===== src/rtl/mem_copy_engine.sv =====
// -----------------------------------------------------------------------------
// mem_copy_engine
//
// Bus-initiator copy engine for a dual-port block RAM with a 1-cycle
// registered read. It copies a contiguous run of 32-bit words from a source
// address to a destination address in the same memory, at one word per cycle.
// Reads go out on port a. Writes go out on port b one cycle after each read,
// so the write data is simply the port-a read data passed straight through.
//
// Optional feature (compile-time macro MEM_COPY_CHECKSUM_EN):
//   When defined, adds output checksum[31:0]. It holds the mod-2^32 sum of
//   every word written in the current transfer.
//
// Ports:
//   clk, rst        clock (rising edge) and asynchronous active-high reset
//   start           1-cycle request, only looked at in IDLE
//   src, dst, len   base addresses and word count, captured on accepted start
//   abort           stop issuing reads, only looked at in RUN
//   busy            high from the cycle after an accepted start up to the
//                   cycle before done
//   done, aborted   1-cycle completion pulse, plus the abort flag valid with it
//   words           number of words written, held until the next start
//   mem_*a          port a (read only: wea and dia tied to 0)
//   mem_*b          port b (write); mem_dib = mem_doa
//   checksum        (MEM_COPY_CHECKSUM_EN only) running sum of written words
//
// Handshake: a start pulse seen while in IDLE is accepted at that clock edge.
// src, dst and len are captured at the same edge. Any further start is
// ignored until the engine is back in IDLE. The transfer always finishes with
// exactly one done pulse. That pulse arrives the cycle after the last write,
// or the cycle after acceptance when len is 0.
// -----------------------------------------------------------------------------
module mem_copy_engine #(
   parameter int ADDR_WIDTH = 16,
   parameter int LEN_WIDTH  = ADDR_WIDTH + 1
) (
   input  logic                  clk,
   input  logic                  rst,
   input  logic                  start,
   input  logic [ADDR_WIDTH-1:0] src,
   input  logic [ADDR_WIDTH-1:0] dst,
   input  logic [LEN_WIDTH-1:0]  len,
   input  logic                  abort,
   output logic                  busy,
   output logic                  done,
   output logic                  aborted,
   output logic [LEN_WIDTH-1:0]  words,
   output logic                  mem_ena,
   output logic                  mem_wea,
   output logic [ADDR_WIDTH-1:0] mem_addra,
   output logic [31:0]           mem_dia,
   input  logic [31:0]           mem_doa,
   output logic                  mem_enb,
   output logic                  mem_web,
   output logic [ADDR_WIDTH-1:0] mem_addrb,
   output logic [31:0]           mem_dib
`ifdef MEM_COPY_CHECKSUM_EN
   ,
   output logic [31:0]           checksum
`endif
);

   typedef enum logic [1:0] {
      S_IDLE  = 2'd0,
      S_RUN   = 2'd1,
      S_DRAIN = 2'd2,
      S_DONE  = 2'd3
   } state_t;

   state_t                state_q,   state_d;
   logic                  busy_q,    busy_d;
   logic                  done_q,    done_d;
   logic                  aborted_q, aborted_d;
   logic [LEN_WIDTH-1:0]  words_q,   words_d;
   logic [LEN_WIDTH-1:0]  len_q,     len_d;
   logic [LEN_WIDTH-1:0]  rd_cnt_q,  rd_cnt_d;   // reads issued so far
   logic                  ena_q,     ena_d;
   logic [ADDR_WIDTH-1:0] addra_q,   addra_d;    // doubles as the read pointer
   logic                  enb_q,     enb_d;
   logic                  web_q,     web_d;
   logic [ADDR_WIDTH-1:0] addrb_q,   addrb_d;
   logic [ADDR_WIDTH-1:0] wr_ptr_q,  wr_ptr_d;   // next destination address
`ifdef MEM_COPY_CHECKSUM_EN
   logic [31:0]           sum_q,     sum_d;
`endif

   always_comb begin
      state_d   = state_q;
      busy_d    = busy_q;
      done_d    = 1'b0;
      aborted_d = aborted_q;
      words_d   = words_q;
      len_d     = len_q;
      rd_cnt_d  = rd_cnt_q;
      ena_d     = 1'b0;
      addra_d   = addra_q;
      enb_d     = 1'b0;
      web_d     = 1'b0;
      addrb_d   = addrb_q;
      wr_ptr_d  = wr_ptr_q;
`ifdef MEM_COPY_CHECKSUM_EN
      sum_d     = sum_q;
`endif

      // Every read issued this cycle becomes a write next cycle. This holds
      // regardless of state, so the read issued in the abort cycle (or the
      // last read) is still written back while the engine is in DRAIN.
      if (ena_q) begin
         enb_d    = 1'b1;
         web_d    = 1'b1;
         addrb_d  = wr_ptr_q;
         wr_ptr_d = wr_ptr_q + ADDR_WIDTH'(1);
      end

      // A write is in progress this cycle, and mem_doa carries its data.
      if (enb_q) begin
         words_d = words_q + LEN_WIDTH'(1);
`ifdef MEM_COPY_CHECKSUM_EN
         sum_d   = sum_q + mem_doa;
`endif
      end

      case (state_q)
         S_IDLE: begin
            if (start) begin
               words_d   = '0;
               aborted_d = 1'b0;
               len_d     = len;
               wr_ptr_d  = dst;
`ifdef MEM_COPY_CHECKSUM_EN
               sum_d     = '0;
`endif
               if (len != '0) begin
                  state_d  = S_RUN;
                  busy_d   = 1'b1;
                  ena_d    = 1'b1;
                  addra_d  = src;
                  rd_cnt_d = LEN_WIDTH'(1);
               end else begin
                  // An empty copy skips straight to completion.
                  state_d = S_DONE;
                  done_d  = 1'b1;
               end
            end
         end

         S_RUN: begin
            if ((rd_cnt_q == len_q) || abort) begin
               state_d   = S_DRAIN;
               aborted_d = abort;
            end else begin
               ena_d    = 1'b1;
               addra_d  = addra_q + ADDR_WIDTH'(1);
               rd_cnt_d = rd_cnt_q + LEN_WIDTH'(1);
            end
         end

         S_DRAIN: begin
            state_d = S_DONE;
            busy_d  = 1'b0;
            done_d  = 1'b1;
         end

         S_DONE: begin
            state_d = S_IDLE;
         end

         default: begin
            state_d = S_IDLE;
            busy_d  = 1'b0;
         end
      endcase
   end

   always_ff @(posedge clk or posedge rst) begin
      if (rst) begin
         state_q   <= S_IDLE;
         busy_q    <= 1'b0;
         done_q    <= 1'b0;
         aborted_q <= 1'b0;
         words_q   <= '0;
         len_q     <= '0;
         rd_cnt_q  <= '0;
         ena_q     <= 1'b0;
         addra_q   <= '0;
         enb_q     <= 1'b0;
         web_q     <= 1'b0;
         addrb_q   <= '0;
         wr_ptr_q  <= '0;
`ifdef MEM_COPY_CHECKSUM_EN
         sum_q     <= '0;
`endif
      end else begin
         state_q   <= state_d;
         busy_q    <= busy_d;
         done_q    <= done_d;
         aborted_q <= aborted_d;
         words_q   <= words_d;
         len_q     <= len_d;
         rd_cnt_q  <= rd_cnt_d;
         ena_q     <= ena_d;
         addra_q   <= addra_d;
         enb_q     <= enb_d;
         web_q     <= web_d;
         addrb_q   <= addrb_d;
         wr_ptr_q  <= wr_ptr_d;
`ifdef MEM_COPY_CHECKSUM_EN
         sum_q     <= sum_d;
`endif
      end
   end

   assign busy      = busy_q;
   assign done      = done_q;
   assign aborted   = aborted_q;
   assign words     = words_q;
   assign mem_ena   = ena_q;
   assign mem_wea   = 1'b0;
   assign mem_addra = addra_q;
   assign mem_dia   = 32'd0;
   assign mem_enb   = enb_q;
   assign mem_web   = web_q;
   assign mem_addrb = addrb_q;
   assign mem_dib   = mem_doa;
`ifdef MEM_COPY_CHECKSUM_EN
   assign checksum  = sum_q;
`endif

endmodule

===== config.mk =====
export PLATFORM = sky130hd
export DESIGN_NAME = mem_copy_engine
export DESIGN_NICKNAME = d
export VERILOG_FILES = /design/src/rtl/mem_copy_engine.sv
export SDC_FILE = /design/constraint.sdc
export NUM_CORES = 1
export LEC_CHECK = 0
export BUFFER_PORTS_ARGS = -buffer_cell sky130_fd_sc_hd__buf_2
export CAP_MARGIN = 20
export CORE_MARGIN = 5
export CORE_UTILIZATION = 51
export CTS_CLUSTER_DIAMETER = 40
export DETAILED_ROUTE_END_ITERATION = 12
export HOLD_SLACK_MARGIN = 0.1
export PLACE_DENSITY = 0.84
export SLEW_MARGIN = 20
export SYNTH_ARGS = -nofsm -noshare
export SYNTH_HDL_FRONTEND = slang
export SYNTH_SLANG_ARGS = --single-unit
export TNS_END_PERCENT = 5

===== constraint.sdc =====
create_clock -name clk -period 3.6 [get_ports clk]
set_input_delay 0 -clock clk [delete_from_list [all_inputs] [get_ports clk]]
set_output_delay 0 -clock clk [all_outputs]
set_load 0.02 [all_outputs]

==> run summary <==
• unrepaired setup endpoints after global routing: no
• critical path buffer and inverter count: 2
• worst reg2reg setup slack: 900 ps
• depth of the worst register-to-register path: 9
• Primary FF master, synth: sky130_fd_sc_hd__dfrtp_1
• clock-pin slew of the registers on the worst-case setup and hold paths: 80 ps
• antenna violations before repair: 0
• number of enable flip-flop cells after synthesis: 0
• Post-Layout Cell Count: 937
• fraction of the mapped netlist area in compound gates: 12.1%
• parity-gate share of the synthesized area counting xor and xnor cells: 6.99%
• sum of negative setup slack: 0 ps
• arrival time worst endpoint: 2980 ps
• layout-stage area growth over the synthesis result: 24.1%
• Crit Path Category: reg -> reg
• proportion of synthesized area in mux cells: 3.57%
• #FFs+latches synth: 106
• vertical die dimension: 117 um
• most common cell in the synthesized netlist: sky130_fd_sc_hd__nand2_1
• mean post-synth cell area: 9.24 sq um
• final worst clock skew: 11.0 ps
• worst-case setup slack after placement: 948 ps
• cell family contributing the most delay on the critical path: simple AND/OR/NAND/NOR gates
• largest cells by area after synthesis: sky130_fd_sc_hd__dfrtp_1, sky130_fd_sc_hd__buf_4, sky130_fd_sc_hd__nand2_1
• share of synthesized area occupied by flip-flops and latches: 45.1%
• top cell types by occurrence after synthesis: sky130_fd_sc_hd__nand2_1, sky130_fd_sc_hd__dfrtp_1, sky130_fd_sc_hd__buf_4
• Req. time, crit path: 3880 ps
• layout cell share with drive strength beyond 1: 19.8%
• initial core utilization: 51.8%
• worst rel slew slack: 48.2%
• transition time at the pin with the least slew margin: 778 ps
• DIE WIDTH: 117 um
• number of routed nets with antenna violations: 0
• site row count: 39
• number of buffers between clock root and the deepest sink: 2
• full die area: 13,800 sq um
• placeable core region: 11,400 sq um
• number of buffers added by the clock tree synthesis step: 9
• part of the cycle the worst path needs: 75.1%
• final setup violating endpoints: 0
• upper clock frequency limit: 370 MHz
• Ports: 205
• area share of fa/ha/maj cells after synthesis: 1.49%
• launching point of the worst reg2reg path: state_q[0]
• count of endpoints failing hold in the final timing report: 0
• TritonCTS clock tree: yes
• min-delay worst type: in -> async
• HPWL reported at the end of detailed placement: 9.50 mm
• post-detailed-routing wire length: 14.6 mm
• endpoint of the lowest-slack register-to-register path: mem_addra[14]
• total track usage: 20.6%
• placed insts: 836
• Max Cap Viol: 0
• status: finished, final reports clean
• final worst setup slack: 895 ps
• global-route wire length before repair: 24.3 mm
• number of different library cells in the post-synthesis netlist: 57
• total power divided by cell area: 738 nW/um^2
• top cell type by total area after synthesis: sky130_fd_sc_hd__dfrtp_1
• Worst Setup End Kind: flip-flop
• Final Critical Period: 2700 ps
• pin count of the biggest net entering global routing: 82
• Skew-Pair Late Insertion Delay: 350 ps
• drt pass-1 iters: 5
• overflow left after global routing: 0
• Leak: 3.42 nW
• largest fanout of any net on the critical path: 21
• number of global-route vias before repair: 4,942
• Synth Warn #: 0
• via count: 5,079
• ys async rst share: 100%
• number of design rule violations left after detail routing: 0
• Synth Cell Area: 5890 sq um
• post-CTS repair timing setup buffer count: 0
• violation count after the first detailed-routing iteration: 403
• root buf cell: sky130_fd_sc_hd__clkbuf_16
• count of mapped cells out of synthesis: 637
• cells along the critical path: inv_1 > ha_1 > nand2_1 > a31oi_1 > o31a_1 > o21ai_1 > buf_4 > or4_1 > nand3_1
• Max stage delay cell, worst path: sky130_fd_sc_hd__or4_1
• antenna diode count: 0
• DR WL/cell: 15.6 um
• number of input and output port buffers inserted: 107
• worst IR drop on VDD: 0.497 mV
• pins over their slew limit: 0
• number of clock sinks: 106
• depth of the CTS H-tree: 3
• drt via density: 5.42
• main combinational cell family by area after synthesis: simple AND/OR/NAND/NOR gates
• Layout Nets: 881
• hold slack: 342 ps
• Critical Path Start Type: flip-flop
• final weighted congestion in routability-driven placement: 0.889
• Critical Path Max Stage Delay: 480 ps
• Simple-Gate Fraction of Synth Area: 19.7%
• PnR Total Power: 5.39 mW
• fraction of post-synthesis cell area in the top cell type by area: 45.1%
[layout make-up]
type / instances / area, sq um
Fill cell: 878 / 4070
Clock inverter: 7 / 67.6
Timing Repair Buffer: 198 / 1430
Tap cell: 143 / 179
Inverter: 9 / 38.8
Multi-Input combinational cell: 465 / 2710
Sequential cell: 106 / 2650
Clock buffer: 9 / 225
[layer usage]
layer,wire [um],vias to the layer above,share of wire [%],global-route usage [%]
li1,-,2401,-,-
met3,1060,18,7.3,4.48
met5,0,-,0,0
met4,183,0,1.3,4.71
met1,6300,2425,43,28.4
met2,7090,235,48,33.4
[state kept, by name (all words and copies together), names as in the netlist, 2 cells and up]
signal / count
words: 17
mem_addra: 16
state_q: 2
rd_cnt_q: 17
wr_ptr_q: 16
len_q: 17
mem_addrb: 16
[where the power goes]
part	total, mW	internal, mW	leakage, nW	switching (mW)
sequential	2.06	1.62	1.33	0.439
clock	0.973	0.489	0.145	0.484
combinational	2.35	0.945	1.95	1.41
total	5.39	3.06	3.42	2.33
[cell families (layout without fill, tap and decap cells)]
kind of cell,Yosys count,in the layout
AOI/OAI and AO/OA,112,112
DFF,106,106
muxes,19,19
xor gates and xnor gates,47,47
other,1,33
buffers and inverters,98,223
and+or+nand+nor,247,247
adders and majority gates,7,7
[worst reg2reg max path, delay by kind of cell, from the launching register on]
kind / cells / cell delay (ps)
DFF: 1 / 380
adders and majority gates: 1 / 290
AOI/OAI and AO/OA: 3 / 670
and+or+nand+nor: 3 / 990
buffers and inverters: 2 / 310
[worst max-delay path by stage]
stage / startpoint / end / slack (ps) / depth (start not counted)
6_report: state_q[0] / mem_addra[14] / 900 / 9
5_1_grt: state_q[0] / mem_addra[14] / 640 / 9
4_1_cts: state_q[0] / mem_addra[14] / 880 / 9
3_5_place_dp: state_q[0] / mem_addra[14] / 950 / 9
3_3_place_gp: state_q[0] / mem_addra[14] / 1040 / 9
2_1_floorplan: rst / aborted / 810 / 1
[through the flow]
| step | instance area (sq um) | utilization [%] |
|---|---|---|
| floorplan | 6010 | - |
| global placement | 6160 | 54.2 |
| detailed placement | 6160 | 54.2 |
| CTS | 7300 | 64.2 |
| global route | 7300 | 64.2 |
| finish | 7300 | 64.2 |
[placed cells by master, fill, tap and decap left out, types with 4 or more instances in the layout]
master and n:
sky130_fd_sc_hd__dlygate4sd3_1 85, sky130_fd_sc_hd__nand2_1 113, sky130_fd_sc_hd__o21ai_1 14, sky130_fd_sc_hd__nor4_1 7, sky130_fd_sc_hd__a31oi_1 5, sky130_fd_sc_hd__inv_1 7, sky130_fd_sc_hd__xor2_1 35, sky130_fd_sc_hd__xnor2_1 12
sky130_fd_sc_hd__buf_2 107, sky130_fd_sc_hd__a22o_1 6, sky130_fd_sc_hd__clkbuf_16 9, sky130_fd_sc_hd__conb_1 33, sky130_fd_sc_hd__inv_6 4, sky130_fd_sc_hd__or3_1 4, sky130_fd_sc_hd__o22ai_1 4, sky130_fd_sc_hd__nor2_1 37
sky130_fd_sc_hd__nor2b_1 5, sky130_fd_sc_hd__buf_4 6, sky130_fd_sc_hd__a21oi_1 20, sky130_fd_sc_hd__ha_1 7, sky130_fd_sc_hd__nand4_1 12, sky130_fd_sc_hd__nand3_1 30, sky130_fd_sc_hd__o21a_1 4, sky130_fd_sc_hd__and4_1 6
sky130_fd_sc_hd__o21ai_0 33, sky130_fd_sc_hd__nor3_1 7, sky130_fd_sc_hd__and3_1 11, sky130_fd_sc_hd__dfrtp_1 106, sky130_fd_sc_hd__mux2_2 16
[what timing repair did]
action / in CTS / in global routing
resized for setup: 0 / 0
hold endpoints to repair: 163 / 0
hold buffers: 85 / 0
Note: power is estimated with default switching activity, not from simulation.
